### src/rtl/sync_fifo.sv
// sync_fifo: single-clock first-word-fall-through FIFO with valid/ready
// handshakes on the write and read sides. It buffers 128-bit AES blocks and
// commands between the input assembler and the AES core.
//
// Optional feature: define FIFO_COUNT_EN to add the fifo_count occupancy
// output. When the macro is undefined, the port and its logic are absent.
//
// Pointers are ADDR_WIDTH+1 bits wide. The extra MSB tells full apart from
// empty when the low address bits are equal.
module sync_fifo #(
  parameter int ADDR_WIDTH = 4,
  parameter int DATA_WIDTH = 128
) (
  input  logic                  clk,
  input  logic                  reset,
  input  logic                  fifo_write_tvalid,
  output logic                  fifo_write_tready,
  input  logic [DATA_WIDTH-1:0] fifo_wdata,
  input  logic                  fifo_read_tready,
  output logic                  fifo_read_tvalid,
  output logic [DATA_WIDTH-1:0] fifo_rdata
`ifdef FIFO_COUNT_EN
  ,
  output logic [ADDR_WIDTH:0]   fifo_count
`endif
);

  localparam int DEPTH = 1 << ADDR_WIDTH;
  localparam logic [ADDR_WIDTH:0] PTR_ONE = (ADDR_WIDTH + 1)'(1);

  // Storage is read combinationally so the head word falls through with no
  // extra cycle. For this reason it maps to distributed RAM, not block RAM.
  logic [DATA_WIDTH-1:0] mem [DEPTH];

  logic [ADDR_WIDTH:0]   wr_ptr_reg, wr_ptr_next;
  logic [ADDR_WIDTH:0]   rd_ptr_reg, rd_ptr_next;
  logic [ADDR_WIDTH-1:0] wr_addr, rd_addr;
  logic                  full, empty;
  logic                  write_fire, read_fire;

  assign wr_addr = wr_ptr_reg[ADDR_WIDTH-1:0];
  assign rd_addr = rd_ptr_reg[ADDR_WIDTH-1:0];

  // The status flags depend only on the pointer state. They never depend on
  // the partner's valid or ready, so no combinational path crosses the FIFO.
  assign empty = (wr_ptr_reg == rd_ptr_reg);
  assign full  = (wr_addr == rd_addr) &&
                 (wr_ptr_reg[ADDR_WIDTH] != rd_ptr_reg[ADDR_WIDTH]);

  assign fifo_write_tready = !full;
  assign fifo_read_tvalid  = !empty;

  // A refused write (full) or refused read (empty) simply does not fire.
  assign write_fire = fifo_write_tvalid && !full;
  assign read_fire  = fifo_read_tready && !empty;

  assign fifo_rdata = mem[rd_addr];

`ifdef FIFO_COUNT_EN
  // Modular subtraction of the extended pointers gives 0..DEPTH directly.
  assign fifo_count = wr_ptr_reg - rd_ptr_reg;
`endif

  // Pointer advance. Each pointer wraps naturally at 2^(ADDR_WIDTH+1).
  always_comb begin
    wr_ptr_next = wr_ptr_reg;
    rd_ptr_next = rd_ptr_reg;
    if (write_fire) begin
      wr_ptr_next = wr_ptr_reg + PTR_ONE;
    end
    if (read_fire) begin
      rd_ptr_next = rd_ptr_reg + PTR_ONE;
    end
  end

  // Pointer registers. Reset empties the FIFO at once and discards its contents.
  always_ff @(posedge clk or negedge reset) begin
    if (!reset) begin
      wr_ptr_reg <= '0;
      rd_ptr_reg <= '0;
    end else begin
      wr_ptr_reg <= wr_ptr_next;
      rd_ptr_reg <= rd_ptr_next;
    end
  end

  // Memory write. No reset is needed, because stale words are never presented as valid.
  always_ff @(posedge clk) begin
    if (write_fire) begin
      mem[wr_addr] <= fifo_wdata;
    end
  end

endmodule

### config.mk
export PLATFORM = sky130hd
export DESIGN_NAME = sync_fifo
export DESIGN_NICKNAME = d
export VERILOG_FILES = /design/src/rtl/sync_fifo.sv
export SDC_FILE = /design/constraint.sdc
export NUM_CORES = 2
export LEC_CHECK = 0
export ABC_AREA = 1
export BUFFER_PORTS_ARGS = -buffer_cell sky130_fd_sc_hd__buf_2
export CORE_UTILIZATION = 60
export CTS_BUF_LIST = sky130_fd_sc_hd__clkbuf_8
export CTS_CLUSTER_DIAMETER = 150
export DETAILED_ROUTE_END_ITERATION = 8
export PLACE_DENSITY_LB_ADDON = 0.05
export SYNTH_ARGS = -nofsm -noshare
export SYNTH_HDL_FRONTEND = slang
export SYNTH_SLANG_ARGS = --single-unit
### constraint.sdc
create_clock -name clk -period 19.1 [get_ports clk]
set_input_delay 1.91 -clock clk [delete_from_list [all_inputs] [get_ports clk]]
set_output_delay 1.91 -clock clk [all_outputs]
set_load 0.05 [all_outputs]
# Word-level counts from Yosys, hierarchy flattened
# Memory sizes are Yosys's and may differ from the RTL's.
# Index checks and enable logic that the tools add are counted.
[totals]
register_bits = 10
mem_bits_rw = 2048
in_bits = 132
output_inout_bits = 130
wordCells = 15
mem_count = 1
[memory_table]
columns = ["memory", "words", "width", "rd", "rd_ports_with_merged_regs", "write_ports", "line_no", "source"]
rows = [
  ["mem", 16, 128, 1, 0, 1, "33", "logic [DATA_WIDTH-1:0] mem [DEPTH];"],
]
[op_classes]
addsub = 2
eq_ne = 3
mux = 2
reduce_logical = 5
[ops]
columns = ["operator", "count"]
rows = [
  ["$add 5x1->5 const B", 2],
  ["$eq 5x5->1", 1],
  ["$eq 4x4->1", 1],
  ["$logic_and 1x1->1", 3],
  ["$logic_not 1->1", 2],
  ["$mux 1", 2],
  ["$ne 1x1->1", 1],
]

# Logic depth before layout (Yosys ltp)
[logic_depth]
depth_word = 6
ltp_mapped = 12

# Worst setup path after synthesis
# Ideal clock, no wire load.
[synth_timing]
path_kind = "input-to-reg"
from = "input fifo_write_tvalid"
to = "memory mem[10][0] (enable)"
setup_ps = 617
t_arrival_ps = 7480
slack_ps = 11003
path_stages = 3
cell_sequence = "nand2_4 buf_4 nor2_1"
[synth_via]
elab_chain_len = 3
[synth_rtl]
columns = ["item", "line_no", "source"]
rows = [
  ["start: declaration", "16", "input logic fifo_write_tvalid,"],
  ["$logic_and 1x1->1", "54", "assign write_fire = fifo_write_tvalid && !full;"],
  ["$mux 1", "89", "if (write_fire) begin"],
  ["$mux 1 (not written as such)", "90", "mem[wr_addr] <= fifo_wdata;"],
  ["end: declaration", "33", ""],
]
# Every way passes these cells.

# Worst setup path after layout
[layout_timing]
from = "register rd_ptr_reg[0]"
to = "output fifo_rdata[69]"
[layout_via]
elab_chain_len = 1
[layout_rtl]
columns = ["item", "line_no", "source"]
rows = [
  ["start: declaration", "36", "logic [ADDR_WIDTH:0] rd_ptr_reg, rd_ptr_next;"],
  ["start signal: assignment", "83", "rd_ptr_reg <= rd_ptr_next;"],
  ["$mem_v2 16x128", "-", ""],
  ["end: declaration", "21", "output logic [DATA_WIDTH-1:0] fifo_rdata"],
]
# Every way passes these cells.

==> reports/results.ini <==
[clock_tree]
clkLatencyLatePin_ns=1.00
clk_pin_slew_ns=0.06
cts_tree=done
hold_buffers=0
cts_buffers=336
clockBufferDepth=4
ctsHtreeMaxLevel=5
cts-root-buf=clkbuf_8
cts_setup_buffers=0
cts_resized=0
clock-sinks=2058

[power]
powerDensity_nw_per_um2=159
ir_drop_uv=282
p_leak_nw=33.2

[placement]
portBuffers=261
gp_congestion=0.775
pre_cts_ws_ns=12.75
hpwl_um=96300

[setup_path]
worstPathMaxFanout=157
r2r-end=mem[1][127]
reg2reg_depth=9
critPathTopFamily=buffers and inverters
reg2reg_slack_ns=13.92
cp.required_ns=17.19
arrival_ns=5.53
startpoint_type=flop
cp_slowest_cell=buf_4
slowest_delay_ns=0.98
crit_chain=inv_8 -> buf_4 -> buf_4 -> nand2_1 -> nand2_1 -> nand2_1 -> o21ai_1 -> nand2_1 -> nand2_1 -> inv_1 -> nand2_1 -> buf_2
crit_type=flop to primary output
r2r_start=rd_ptr_reg[2]
critPathBufInv=5
path_common_cell=nand2_1
end_kind=primary output

[floorplan]
chipWidth_um=374
rows=135
io_pins=262
fp.dieH_um=374
fp.dieArea_um2=140000
coreArea_um2=136000
start_util_pct=60.8

[synthesis]
synth_ff_type=edfxtp_1
syn_inst=7066
synth_top_area_share_pct=74.2
synth_edf_count=2048
synthArstFlopShare_pct=0.486
syn_nets=7203
yosysTopAreaCell=edfxtp_1
yosysWarnings=0
synth_seq_cells=2058
avgSynthCellArea_um2=11.7
yosysUniqueCellTypes=22
synth.area.top_cells=edfxtp_1, nand2_1, nor2_1, o21ai_0, nand3_1
netlist_area_um2=82800
yosysSeqAreaShare_pct=74.6

[sta]
finalMaxSlewViolations=0
finClkSkew_ns=0.0450
min_period_ns=7.44
setup_violations=0
timing.fmax_mhz=134
worstMarginPinSlew_ns=1.28
slew_headroom_pct=14.4
setup_tns_ns=0
worst_hold_slack_ns=0.540
final.period_utilization_pct=39.0
setup_slack_ns=11.66
grt_setup_unrepaired=no
final_hold_viol_count=0

[routing]
wirelength_um=210000
via_per_inst=5.74
drt-initial-drc-count=5945
final_antenna_net_count=0
num_vias=53500
wl_per_cell_um=22.6
first_pass_iters=6
drc_errors=0

[cells_and_area]
drive_above_1_share_pct=9.67
seq_area_um2=61800
largest_reg_flops=2048
fin_nets=7466
multiInputGateArea_um2=18500
syn2layout_area_growth_pct=9.50
fill_cells=10300

[grt]
grt_pass1_vias=51600
overflow=0
grt_max_degree=240
antenna_found_initial=31
grt_pass1_wl_um=315000
grt_usage_pct=30.1

[hold_path]
hp-start=rd_ptr_reg[4]
min_path_type=flop to flop
holdPathEnd=rd_ptr_reg[4]
hold_path_depth=2

[run_status]
status=completed

[flow_run]
drv_cap=0

-- worst max-delay path by stage --
stage | slack [ns] | to | cells after the start | startpoint
finish | 11.66 | fifo_rdata[69] | 12 | rd_ptr_reg[0]
global route | 11.31 | fifo_rdata[75] | 12 | rd_ptr_reg[0]
CTS | 11.64 | fifo_rdata[75] | 12 | rd_ptr_reg[0]
global placement | 12.75 | fifo_rdata[75] | 12 | rd_ptr_reg[0]
floorplan | 11.00 | mem[10][0] | 3 | fifo_write_tvalid
detailed placement | 12.75 | fifo_rdata[75] | 12 | rd_ptr_reg[0]
-- synth_stat cells (2+ instances only) --
library cell / n
buf_1: 38
dfrtp_1: 10
buf_2: 128
buf_8: 2
inv_1: 142
nand2_1: 1715
o21ai_0: 712
clkbuf_1: 169
o21ai_1: 184
inv_2: 2
ha_1: 5
edfxtp_1: 2048
buf_4: 52
buf_6: 24
nor2_1: 1428
nand3_1: 397
xor2_1: 3
xnor2_1: 3
-- cell families (layout without fill, tap and decap cells) --
family                     count (synthesis)  after routing  share of synthesized area, %
xor gates and xnor gates                   6              6                        0.0635
DFF                                     2058           2058                          74.6
buffers and inverters                    557           1030                          3.20
and+or+nand+nor                         3544           3544                          16.7
other                                      0             10                             0
adders and majority gates                  5              5                        0.0755
AOI/OAI and AO/OA                        896            896                          5.41
-- routing by layer --
layer | GRT usage, % | wire length [µm] | vias up
li1 | - | - | 24800
met1 | 43.3 | 88400 | 26000
met2 | 47.2 | 98100 | 2318
met3 | 6.16 | 19400 | 385
met4 | 8.47 | 4460 | 26
met5 | 0 | 149 | -
-- layout make-up --
cell class	instances	share of cell area, %
well taps	1781	2.46
clock buffers	343	5.21
repair buffers	338	2.22
clock inverters	205	0.908
inverters	144	0.637
flip-flops and latches	2058	68.1
multi-input cells	4451	20.5
diodes	10	0.0276
-- metrics by stage --
stage / std cells / power, mW / utilization, % / cell area (µm²)
finish: 9330 / 14.4 / 66.6 / 90700
global route: 9324 / 15.2 / 66.6 / 90700
CTS: 9320 / 14.4 / 66.6 / 90700
detailed placement: 8772 / 11.2 / 62.5 / 85100
global placement: 8772 / 11.1 / 62.5 / 85100
floorplan: 7066 / 9.67 / - / 82800
-- worst register-to-register path, cell delays in order (launching register included) --
cell     delay [ns]
dfrtp_4        0.86
inv_6          0.73
nand2_1        0.11
nand2_1        0.10
nor2_1         0.08
nand3_4        0.13
nand2_4        0.25
nor2_4         0.69
buf_4          0.93
buf_4          0.87
-- cell usage in the layout (no fill, tap or decap) --
master	netlist	final
diode_2	0	10
nor2_1	1428	1412
nor2_2	1	1
inv_8	0	3
nand3_2	1	1
xor2_1	3	3
o21ai_0	712	712
dfrtp_4	0	3
clkbuf_8	0	343
inv_1	142	251
buf_4	52	67
clkinv_1	0	73
clkinv_2	0	16
clkinvlp_4	0	2
buf_12	0	10
bufinv_16	0	1
xnor2_1	3	3
nand2_4	1	1
o21ai_1	184	184
nor2_4	0	16
dfrtp_1	10	7
ha_1	5	5
inv_6	0	3
nand3_4	1	1
nand3_1	397	397
edfxtp_1	2048	2048
buf_2	128	261
nand2_1	1715	1715
-- power breakdown --
part           switching (mW)  internal, mW
sequential              0.142          5.40
combinational            4.29          1.27
clock                    1.64          1.66
total                    6.07          8.33
Note: power is estimated with default switching activity, not from simulation.
